===== config.mk =====
export PLATFORM = sky130hd
export DESIGN_NAME = mic_volume_meter
export DESIGN_NICKNAME = d
export VERILOG_FILES = /design/src/rtl/mic_volume_meter.sv
export SDC_FILE = /design/constraint.sdc
export NUM_CORES = 1
export LEC_CHECK = 0
export BUFFER_PORTS_ARGS = -buffer_cell sky130_fd_sc_hd__buf_4
export CAP_MARGIN = 10
export CORE_MARGIN = 10
export CORE_UTILIZATION = 30
export DETAILED_ROUTE_END_ITERATION = 6
export GPL_ROUTABILITY_DRIVEN = 0
export GPL_TIMING_DRIVEN = 0
export PLACE_DENSITY = 0.44
export RECOVER_POWER = 25
export SYNTH_ARGS = -nofsm -noshare
export SYNTH_HDL_FRONTEND = slang
export SYNTH_SLANG_ARGS = --single-unit

===== constraint.sdc =====
create_clock -name CLK -period 1.75 [get_ports CLK]
set_input_delay 0.4375 -clock CLK [delete_from_list [all_inputs] [get_ports CLK]]
set_output_delay 0.4375 -clock CLK [all_outputs]
set_load 0.005 [all_outputs]

===== src/rtl/mic_volume_meter.sv =====
// mic_volume_meter
//   Measures the peak amplitude of 12-bit offset-binary mic samples over
//   fixed windows of WINDOW sample strobes. Each window's peak is quantised
//   to a 4-bit volume level and a 15-LED thermometer bar.
//
// Build option:
//   PEAK_HOLD_EN  when defined, a HOLD/DECAY FSM keeps a loud level on
//                 display for HOLD_WINDOWS windows and then lets it fall by
//                 one step per window. When undefined, the level follows
//                 each window's peak directly.
//
// Ports:
//   CLK          system clock
//   resetn       asynchronous active-low reset, released synchronously inside
//   samp_clk     sample clock, asynchronous to CLK; its rising edge marks a sample
//   mic_in[11:0] current mic sample, unsigned offset-binary
//   level[3:0]   displayed volume level 0..15
//   led_bar[14:0] thermometer, led_bar[i] = (i < level)
//   level_valid  one-CLK pulse whenever level/led_bar are updated
`timescale 1ns/1ps

module mic_volume_meter #(
  parameter int WINDOW       = 4000,
  parameter int MIDPOINT     = 2048,
  parameter int NOISE_FLOOR  = 64,
  parameter int HOLD_WINDOWS = 5
) (
  input  logic        CLK,
  input  logic        resetn,
  input  logic        samp_clk,
  input  logic [11:0] mic_in,
  output logic [3:0]  level,
  output logic [14:0] led_bar,
  output logic        level_valid
);

  localparam int CW = (WINDOW > 1) ? $clog2(WINDOW) : 1;
  localparam logic [CW-1:0] CNT_LAST = CW'(WINDOW - 1);
  localparam logic [11:0]   MID      = 12'(MIDPOINT);
  localparam logic [10:0]   FLOOR    = 11'(NOISE_FLOOR);

  // Reset asserts immediately but releases only on a clock edge, so no
  // flop sees its reset removed close to an active edge.
  logic [1:0] rst_sync_reg;
  logic       rst_n_int;

  always_ff @(posedge CLK or negedge resetn) begin
    if (!resetn) rst_sync_reg <= 2'b00;
    else         rst_sync_reg <= {rst_sync_reg[0], 1'b1};
  end

  assign rst_n_int = rst_sync_reg[1];

  // Two synchroniser stages plus one history stage for edge detection.
  logic [2:0] samp_sync_reg;
  logic       samp_stb;

  always_ff @(posedge CLK or negedge rst_n_int) begin
    if (!rst_n_int) samp_sync_reg <= 3'b000;
    else            samp_sync_reg <= {samp_sync_reg[1:0], samp_clk};
  end

  assign samp_stb = samp_sync_reg[1] & ~samp_sync_reg[2];

  // Magnitude around the DC midpoint. Only mic_in == 0 produces 2048, which
  // is clamped so the value fits the 11-bit peak path.
  logic [11:0] diff;
  logic [10:0] mag_sat;
  logic [10:0] mag;

  assign diff    = (mic_in >= MID) ? (mic_in - MID) : (MID - mic_in);
  assign mag_sat = diff[11] ? 11'h7FF : diff[10:0];
  assign mag     = (mag_sat < FLOOR) ? 11'd0 : mag_sat;

  logic [10:0]   peak_reg, peak_max;
  logic [CW-1:0] cnt_reg;
  logic          win_end;
  logic [3:0]    win_level;
  logic [3:0]    level_next;
  logic [14:0]   led_next;

  // The current sample takes part in the window it closes.
  assign peak_max  = (mag > peak_reg) ? mag : peak_reg;
  assign win_level = peak_max[10:7];
  assign win_end   = samp_stb && (cnt_reg == CNT_LAST);

  always_ff @(posedge CLK or negedge rst_n_int) begin
    if (!rst_n_int) begin
      peak_reg <= '0;
      cnt_reg  <= '0;
    end else if (samp_stb) begin
      if (win_end) begin
        peak_reg <= '0;
        cnt_reg  <= '0;
      end else begin
        peak_reg <= peak_max;
        cnt_reg  <= cnt_reg + 1'b1;
      end
    end
  end

`ifdef PEAK_HOLD_EN
  localparam int HW = (HOLD_WINDOWS > 1) ? $clog2(HOLD_WINDOWS) : 1;
  localparam logic [HW-1:0] HOLD_LAST = HW'(HOLD_WINDOWS - 1);

  typedef enum logic {HOLD, DECAY} state_t;

  state_t        state_reg, state_next;
  logic [HW-1:0] hold_cnt_reg, hold_cnt_next;

  always_ff @(posedge CLK or negedge rst_n_int) begin
    if (!rst_n_int) begin
      state_reg    <= HOLD;
      hold_cnt_reg <= '0;
    end else begin
      state_reg    <= state_next;
      hold_cnt_reg <= hold_cnt_next;
    end
  end

  // Evaluated only at window ends. A quieter window counts against the hold
  // budget; once HOLD_WINDOWS quiet windows have been held, DECAY steps the
  // level down by one per window. DECAY is only entered with level >= 1 and
  // returns to HOLD no later than the step that would reach 0, so
  // level - 1 never wraps.
  always_comb begin
    state_next    = state_reg;
    hold_cnt_next = hold_cnt_reg;
    level_next    = level;
    if (win_end) begin
      case (state_reg)
        HOLD: begin
          if (win_level >= level) begin
            level_next    = win_level;
            hold_cnt_next = '0;
          end else if (hold_cnt_reg == HOLD_LAST) begin
            state_next    = DECAY;
            hold_cnt_next = '0;
          end else begin
            hold_cnt_next = hold_cnt_reg + 1'b1;
          end
        end
        DECAY: begin
          if (win_level >= level - 4'd1) begin
            level_next    = win_level;
            hold_cnt_next = '0;
            state_next    = HOLD;
          end else begin
            level_next = level - 4'd1;
          end
        end
        default: begin
          state_next    = HOLD;
          hold_cnt_next = '0;
        end
      endcase
    end
  end
`else
  always_comb begin
    level_next = level;
    if (win_end) level_next = win_level;
  end
`endif

  // The thermometer is derived from the same next-level value, so level and
  // led_bar always change on the same edge.
  for (genvar gi = 0; gi < 15; gi++) begin : g_led
    assign led_next[gi] = (level_next > 4'(gi));
  end

  always_ff @(posedge CLK or negedge rst_n_int) begin
    if (!rst_n_int) begin
      level       <= '0;
      led_bar     <= '0;
      level_valid <= 1'b0;
    end else begin
      level       <= level_next;
      led_bar     <= led_next;
      level_valid <= win_end;
    end
  end

endmodule


### Yosys cells after proc, flatten, opt, wreduce, memory -nomap -nowiden

Cells that the tools add are included.
Widths: inputs -> output; s select.

| word-level totals | value |
|---|---|
| word-level logic and storage cells | 42 |
| input port bits | 15 |
| bits in registers | 48 |

| operators by class | value |
|---|---|
| equal/unequal tests | 1 |
| mux-type cells | 7 |
| order comparisons | 18 |
| $add $sub $neg | 3 |
| bitwise logic cells | 2 |
| reductions and logical operators | 3 |

Operators with widths:

| operator | count |
|---|---|
| $mux 11 | 4 |
| $gt 4x4->1 const B | 7 |
| $mux 12 | 2 |
| $gt 4x3->1 const B | 4 |
| $add 12x1->12 const B | 1 |
| $eq 12x12->1 const B | 1 |
| $ge 12x12->1 const B | 1 |
| $sub 12x12->12 const A | 1 |
| $sub 12x12->12 const B | 1 |
| $gt 11x11->1 | 1 |
| $lt 11x7->1 const B | 1 |
| $gt 4x1->1 const B | 2 |
| $gt 4x2->1 const B | 2 |
| $mux 4 | 1 |
| $reduce_and 2->1 | 1 |
| $reduce_bool 2->1 | 1 |
| $and 1x1->1 | 1 |
| $logic_and 1x1->1 | 1 |
| $not 1->1 | 1 |

### Depth between registers and ports, before layout

Gate-level depths: netlist (run 1).

| depth | value |
|---|---|
| word-level depth | 9 |
| mapped depth | 15 |
| gate-level depth less buffers | 15 |

### Least setup slack after synthesis (run 1)

No wires, ideal clock.

| path | value |
|---|---|
| path type | input -> register |
| from | input port mic_in[4] |
| to | register led_bar[1] |
| stages | 14 |
| data required time | 1.616 ns |
| arrival time | 3.222 ns |
| slack | -1.606 ns |
| cells stage by stage | nor4_4 -> o311ai_1 -> a22oi_1 -> nand3_1 -> nor3_4 -> a21oi_1 -> ha_1 -> nand4_1 -> a21o_1 -> a21o_1 -> a32o_1 -> a31oi_1 -> buf_2 -> nand3_1 |

| on the way | value |
|---|---|
| cells in the longest elaborated chain, start to end | 9 |
| elaborated cells on any way between the ends | 11 |
| classes of those cells | add/sub (2); order compare (4); mux (5) |

Ends and longest elaborated chain:

| item | line | text |
|---|---|---|
| from (decl) | 31 | `input logic [11:0] mic_in,` |
| $sub 12x12->12 or $ge 12x12->1 (tied branches) | 71 | `assign diff = (mic_in >= MID) ? (mic_in - MID) : (MID - mic_in);` |
| $mux 12 * | 71 |  |
| $mux 11 * | 72 | `assign mag_sat = diff[11] ? 11'h7FF : diff[10:0];` |
| $lt 11x7->1 | 73 | `assign mag = (mag_sat < FLOOR) ? 11'd0 : mag_sat;` |
| $mux 11 * | 73 |  |
| $gt 11x11->1 | 83 | `assign peak_max = (mag > peak_reg) ? mag : peak_reg;` |
| $mux 11 * | 83 |  |
| $mux 4 * | 162 | `if (win_end) level_next = win_level;` |
| $gt 4x1->1 * | 169 | `assign led_next[gi] = (level_next > 4'(gi));` |
| via led_next[1] | 80 | `logic [14:0] led_next;` |
| to (signal assigned) | 179 | `led_bar <= led_next;` |
| to (decl) | 33 | `output logic [14:0] led_bar,` |

Mark *: on every way through the listed nets, which the timed path passes. The rest lies on a longest branch. The select of a mux whose other input is x is not followed.
A chain may end at the register's enable or synchronous reset.

### Worst setup path in the final report (run 1)

| path | value |
|---|---|
| from | input port mic_in[9] |
| to | register led_bar[2] |

| on the way | value |
|---|---|
| cells in the longest elaborated chain, start to end | 9 |
| elaborated cells on any way between the ends | 11 |
| classes of those cells | add/sub (2); order compare (4); mux (5) |

Ends and longest elaborated chain:

| item | line |
|---|---|
| $sub 12x12->12 or $ge 12x12->1 (tied branches) | 71 |
| $mux 12 * | 71 |
| $mux 11 * | 72 |
| $lt 11x7->1 | 73 |
| $mux 11 * | 73 |
| $gt 11x11->1 | 83 |
| $mux 11 * | 83 |
| $mux 4 * | 162 |
| $gt 4x2->1 * | 169 |
| via led_next[2] | 80 |

Marked as above.

==> flow_metrics.env, run 1 <==
export IMPL_crit_path_start_kind="primary input"
export IMPL_grt_pass1_wl_um=11200
export IMPL_r2r_start="peak_reg[8]"
export IMPL_vias_per_cell=4.95
export IMPL_largest_reg_flops=15
export IMPL_grt_use_total=0.106
export IMPL_die_h_um=112
export IMPL_antenna_cells=0
export IMPL_pwr_share_comb=0.441
export IMPL_syn2layout_area_growth_pct=48.3
export IMPL_clk_latency_ns=0.31
export IMPL_grt_max_degree=29
export IMPL_sw_frac_of_total=0.380
export IMPL_setup_viol=37
export IMPL_finalMaxSlewViolations=0
export IMPL_fin_crit_sh=1.88
export IMPL_synth_top_cell_by_area="dfrtp_1"
export IMPL_grt_ovfl_total=0
export IMPL_synth_top_cells_by_area="dfrtp_1 (46%), ha_1 (6.4%), nand2_1 (3.5%)"
export IMPL_dp_hpwl_um=4620
export IMPL_wl_per_cell_um=15.2
export IMPL_antenna_found_initial=0
export IMPL_synth_fp_nets=291
export IMPL_synth_top_area_share=0.461
export IMPL_drive_gt1_frac=0.448
export IMPL_setup_ws_ns=-1.53
export IMPL_maxCapViolCount=0
export IMPL_synth_cells_most_frequent="dfrtp_1 (47), nand2_1 (24), inv_1 (23), nor2_1 (21), a21oi_1 (17)"
export IMPL_num_vias=2198
export IMPL_crit_type="in2reg"
export IMPL_initial_core_util=0.309
export IMPL_cp_max_fo=7
export IMPL_grt_pass1_vias=2278
export IMPL_ys_seq_area_frac=0.461
export IMPL_status="finished with violations"
export IMPL_rrSetupSlack_ns=-0.71
export IMPL_post_route_min_period_ns=3.28
export IMPL_ys_ff_latch=47
export IMPL_final_hold_viol_count=0
export IMPL_cp_end_kind="flop"
export IMPL_failed_checks="setup timing"
export IMPL_ir_worst_vdd_v=0.000413
export IMPL_clockBufferDepth=2
export IMPL_die_w_um=112
export IMPL_min_from="samp_clk"
export IMPL_synth_edff_count=0
export IMPL_dieArea_um2=12600
export IMPL_fmax_mhz=305
export IMPL_setup_tns_ns=-42.68
export IMPL_critPathMostFrequentCell="a211o_1"
export IMPL_hp_class="in2reg"
export IMPL_synth_area_um2=2550
export IMPL_min_to="samp_sync_reg[0]"
export IMPL_htree_levels=2
export IMPL_core_rowCount=33
export IMPL_reg2regPathDepth=9
export IMPL_fin_skew_ns=0.0120
export IMPL_holdPathStages=1
export IMPL_worst_path_max_delay_cell="or4_4"
export IMPL_cts_sinks=47
export IMPL_core_area_um2=8260
export IMPL_yosysWarnings=0
export IMPL_p_switching_mw=1.40
export IMPL_rsz0062_at_grt="true"
export IMPL_yosysMostFrequentCell="dfrtp_1"
export IMPL_synth_avg_cell_area_um2=9.71
export IMPL_nets=366
export IMPL_required_ns=1.95
export IMPL_async_reset_ff_frac=1.00
export IMPL_seq_area_um2=1180
export IMPL_cts_tree="built"
export IMPL_drt_iter0_drc=99
export IMPL_worstPathCellList="buf_8, or4_4, a41oi_2, o21ai_2, buf_4, inv_1, ha_1, a211o_1, a21oi_4, a21o_1, nor3_4, o31ai_4, a211o_1, nand3_1"
export IMPL_wirelength_um=6750
export IMPL_tightest_slew_ns=0.828
export IMPL_cpLargestDelayFamily="compound AO/OA/AOI/OAI gates"
export IMPL_antenna_left=0
export IMPL_relSlewSlack=0.448
export IMPL_r2r_end="led_bar[2]"
export IMPL_p_leak_nw=1.72
export IMPL_synth_cell_types=55
export IMPL_seqPwrFrac=0.377
export IMPL_power_density_nw_per_um2=975
export IMPL_fillers=809
export IMPL_clockPowerShare=0.182
export IMPL_io_pins=35
export IMPL_io_buffers=33
export IMPL_drc=0
export IMPL_path_clk_slew_ns=0.09
export IMPL_firstDrtPassIters=6
export IMPL_synthCells=263
export IMPL_cts_buffers=5
export IMPL_p_int_mw=2.29
export IMPL_critPathBufInv=3
export IMPL_cts_root_buf="clkbuf_8"
export IMPL_max_stage_delay_ns=0.57
export IMPL_multi_input_comb_area_um2=1590
export IMPL_cp_arrival_ns=3.48
export IMPL_power_mw=3.69
export IMPL_ys_flop_type="dfrtp_1"
## cells by family after synthesis
group / Yosys count / synth area share
other cells: 1 / 0.00147
mux: 1 / 0.00392
buf+inv: 32 / 0.0520
xor+xnor: 12 / 0.0412
fa+ha+maj: 13 / 0.0637
compound gates: 68 / 0.189
simple gates: 89 / 0.188
flops: 47 / 0.461
## cells in the final DEF (no fill, tap or decap), types with 5 or more instances in the layout
cell / Yosys / routed
xnor2_1: 8 / 8
a21oi_2: 2 / 13
buf_6: 0 / 15
dfrtp_1: 47 / 46
buf_4: 3 / 47
nand2_1: 24 / 20
nor2_1: 21 / 16
nand3_1: 11 / 5
ha_1: 13 / 10
clkbuf_8: 0 / 5
o21ai_1: 4 / 8
nand4_1: 6 / 6
a22o_1: 7 / 6
inv_1: 23 / 19
a21o_1: 5 / 5
## power by group through the flow
stage	combinational [mW]	clock, mW	sequential [mW]
2_1_floorplan	0.790	0	1.39
3_3_place_gp	1.03	0	1.43
3_5_place_dp	1.06	0	1.41
4_1_cts	1.42	0.689	1.39
5_1_grt	1.79	0.737	1.42
6_report	1.63	0.672	1.39
## per-layer routing
layer | up-vias | routed length (um) | track usage
met4 | 0 | 112 | 0.0406
met5 | - | 0 | 0
met3 | 10 | 146 | 0.0186
met1 | 1084 | 3200 | 0.134
li1 | 1078 | - | -
met2 | 26 | 3300 | 0.174
## layout make-up
type                            count  share of cell area
Timing Repair Buffer               67               0.159
Clock buffer                        6              0.0192
Clock inverter                      2             0.00331
Sequential cell                    47               0.311
Inverter                           24              0.0271
Tap cell                          105              0.0347
Multi-Input combinational cell    185               0.421
Buffer                              8              0.0241
## timing repair
| item | 4_1_cts | 5_1_grt |
|---|---|---|
| buffers inserted | 18 | 14 |
| cloned | 3 | 0 |
| endpoints found under the hold margin | 2 | 0 |
| pin swaps | 36 | 32 |
| resized for setup | 63 | 53 |
| setup endpoints to repair | 35 | 39 |
| hold buffers | 1 | 0 |
## worst max path at each step
stage                     cells past startpoint        from     endpoint
after global routing                         17  mic_in[11]   led_bar[2]
after floorplan                              14   mic_in[4]   led_bar[0]
after detailed placement                     15   mic_in[4]   led_bar[0]
after global placement                       15   mic_in[4]   led_bar[0]
after CTS                                    16   mic_in[3]  led_bar[14]
final                                        14   mic_in[9]   led_bar[2]
## through the flow
stage          hold slack (ns)  area (um2)   util  setup slack, ns  instances
6_report                 0.251        3780  0.458            -1.53        444
3_3_place_gp             0.220        2970  0.359            -2.41        401
3_5_place_dp             0.222        2990  0.362            -2.43        402
2_1_floorplan            0.142        2590      -            -1.57        263
4_1_cts                  0.229        3490  0.423            -1.52        432
5_1_grt                  0.242        3780  0.458            -1.71        444
(Power assumes the default switching activity.)
==> run 2, diff against run 1 <==
--- a/config.mk
+++ b/config.mk
@@ -14,6 +14,7 @@
 export GPL_TIMING_DRIVEN = 0
 export PLACE_DENSITY = 0.44
 export RECOVER_POWER = 25
+export SETUP_SLACK_MARGIN = 0.5
 export SYNTH_ARGS = -nofsm -noshare
 export SYNTH_HDL_FRONTEND = slang
 export SYNTH_SLANG_ARGS = --single-unit
==> flow_metrics.env, run 2 (synthesized netlist as in run 1, its figures left out) <==
export IMPL_dieArea_um2=12600
export IMPL_nets=373
export IMPL_routed_top_layer="met4"
export IMPL_worst_path_max_delay_cell="ha_1"
export IMPL_grt_use_total=0.106
export IMPL_holdPathStages=1
export IMPL_post_route_min_period_ns=3.36
export IMPL_cts_sinks=47
export IMPL_die_h_um=112
export IMPL_drc=0
export IMPL_setup_viol=38
export IMPL_grt_ovfl_total=0
export IMPL_cp_end_kind="flop"
export IMPL_initial_core_util=0.309
export IMPL_antenna_left=0
export IMPL_final_hold_viol_count=0
export IMPL_crit_path_start_kind="primary input"
export IMPL_setup_ws_ns=-1.61
export IMPL_power_density_nw_per_um2=955
export IMPL_max_stage_delay_ns=0.32
export IMPL_rsz0062_at_grt="true"
export IMPL_crit_type="in2reg"
export IMPL_cts_tree="built"
export IMPL_met1Wirelength_um=3190
export IMPL_fmax_mhz=298
export IMPL_hold_ws_ns=0.265
export IMPL_wl_met3_um=226
export IMPL_r2r_start="peak_reg[8]"
export IMPL_post_dp_cell_area_um2=2990
export IMPL_hp_class="in2reg"
export IMPL_vias_per_cell=4.90
export IMPL_grt_pass1_wl_um=11400
export IMPL_required_ns=1.95
export IMPL_rrSetupSlack_ns=-0.60
export IMPL_p_leak_nw=1.79
export IMPL_grt_pass1_vias=2309
export IMPL_status="finished with violations"
export IMPL_fin_area_um2=3980
export IMPL_largest_reg_flops=15
export IMPL_firstDrtPassIters=4
export IMPL_clockBufferDepth=2
export IMPL_finalMaxSlewViolations=0
export IMPL_io_buffers=33
export IMPL_htree_levels=2
export IMPL_final_cell_mix="dfrtp_1 (45), buf_6 (37), buf_4 (30)"
export IMPL_cp_max_fo=8
export IMPL_reg2regPathDepth=9
export IMPL_worstPathCellList="buf_8, nor4_4, buf_6, buf_4, buf_6, nand4_1, a22o_4, nor3_4, buf_12, a21oi_2, ha_1, nand4_1, a21o_1, a21o_1, a32o_2, a31oi_4, or2_4, nor2_2"
export IMPL_wirelength_um=6800
export IMPL_wl_met2_um=3320
export IMPL_worst_path_stages=18
export IMPL_dp_hpwl_um=4520
export IMPL_path_clk_slew_ns=0.10
export IMPL_drive_gt1_frac=0.462
export IMPL_core_area_um2=8260
export IMPL_grt_max_degree=46
export IMPL_final_common_cell="dfrtp_1"
export IMPL_die_w_um=112
export IMPL_r2r_end="led_bar[2]"
export IMPL_cts_root_buf="clkbuf_8"
export IMPL_clk_latency_ns=0.31
export IMPL_fin_skew_ns=0.0128
export IMPL_antenna_cells=0
export IMPL_cp_startpoint="mic_in[3]"
export IMPL_wl_per_cell_um=15.1
export IMPL_cts_buffers=5
export IMPL_cpLargestDelayFamily="compound AO/OA/AOI/OAI gates"
export IMPL_num_vias=2210
export IMPL_syn2layout_area_growth_pct=55.7
export IMPL_min_to="samp_sync_reg[0]"
export IMPL_core_rowCount=33
export IMPL_cp_arrival_ns=3.56
export IMPL_tightest_slew_ns=0.602
export IMPL_critPathBufInv=5
export IMPL_fin_crit_sh=1.92
export IMPL_drt_iter0_drc=76
export IMPL_min_from="samp_clk"
export IMPL_place_ws_ns=-2.37
export IMPL_failed_checks="setup timing"
export IMPL_antenna_found_initial=0
export IMPL_final_core_util=0.481
export IMPL_io_pins=35
export IMPL_relSlewSlack=0.599
export IMPL_ir_worst_vdd_v=0.000414
export IMPL_maxCapViolCount=0
run 2: power by group:
part           total [mW]  internal, mW  switching [mW]
Clock               0.814         0.427           0.387
Combinational        1.58         0.743           0.837
Sequential           1.40          1.27           0.131
Total                3.80          2.44            1.36
run 2: worst reg2reg max path: stages, from the launching register on:
cell and delay (ns):
dfrtp_1 0.38, inv_1 0.10, ha_1 0.26, a211o_1 0.34, a21oi_4 0.22, a21o_1 0.25
nor3_2 0.09, o31ai_4 0.25, a211o_1 0.27, nand3_2 0.09
run 2: cell type report:
type	count	area (um2)
clock inverter	2	37.5
multi-input combinational	185	1600
inverter	24	105
timing repair buffer	74	749
clock buffer	6	72.6
buffer	8	96.3
fill	785	4280
sequential	47	1180
tap	105	131
run 2: worst max-delay path by stage:
stage	endpoint	slack (ns)
after floorplan	led_bar[0]	-1.57
after global placement	led_bar[0]	-2.41
after detailed placement	led_bar[0]	-2.37
after CTS	led_bar[12]	-1.48
after global routing	led_bar[12]	-1.74
final	led_bar[14]	-1.61
run 2: through the flow:
| step | TNS [ns] | power, mW | cells |
|---|---|---|---|
| 3_5_place_dp | -64.15 | 2.47 | 401 |
| 2_1_floorplan | -42.34 | 2.19 | 263 |
| 3_3_place_gp | -64.64 | 2.46 | 401 |
| 5_1_grt | -49.65 | 4.05 | 451 |
| 6_report | -45.13 | 3.80 | 451 |
| 4_1_cts | -40.65 | 3.69 | 441 |
run 2: what timing repair did:
action,in CTS,in global routing
gates resized for setup,87,44
pin swaps,35,26
hold buffers,1,0
hold endpoints to repair,2,0
setup endpoints to repair,61,107
cloned,3,0
setup buffers,28,10
run 2: routing by layer:
metal / vias up / track usage
met1: 1074 / 0.135
met2: 34 / 0.177
met3: 6 / 0.0213
li1: 1096 / -
met5: - / 0
met4: 0 / 0.0330
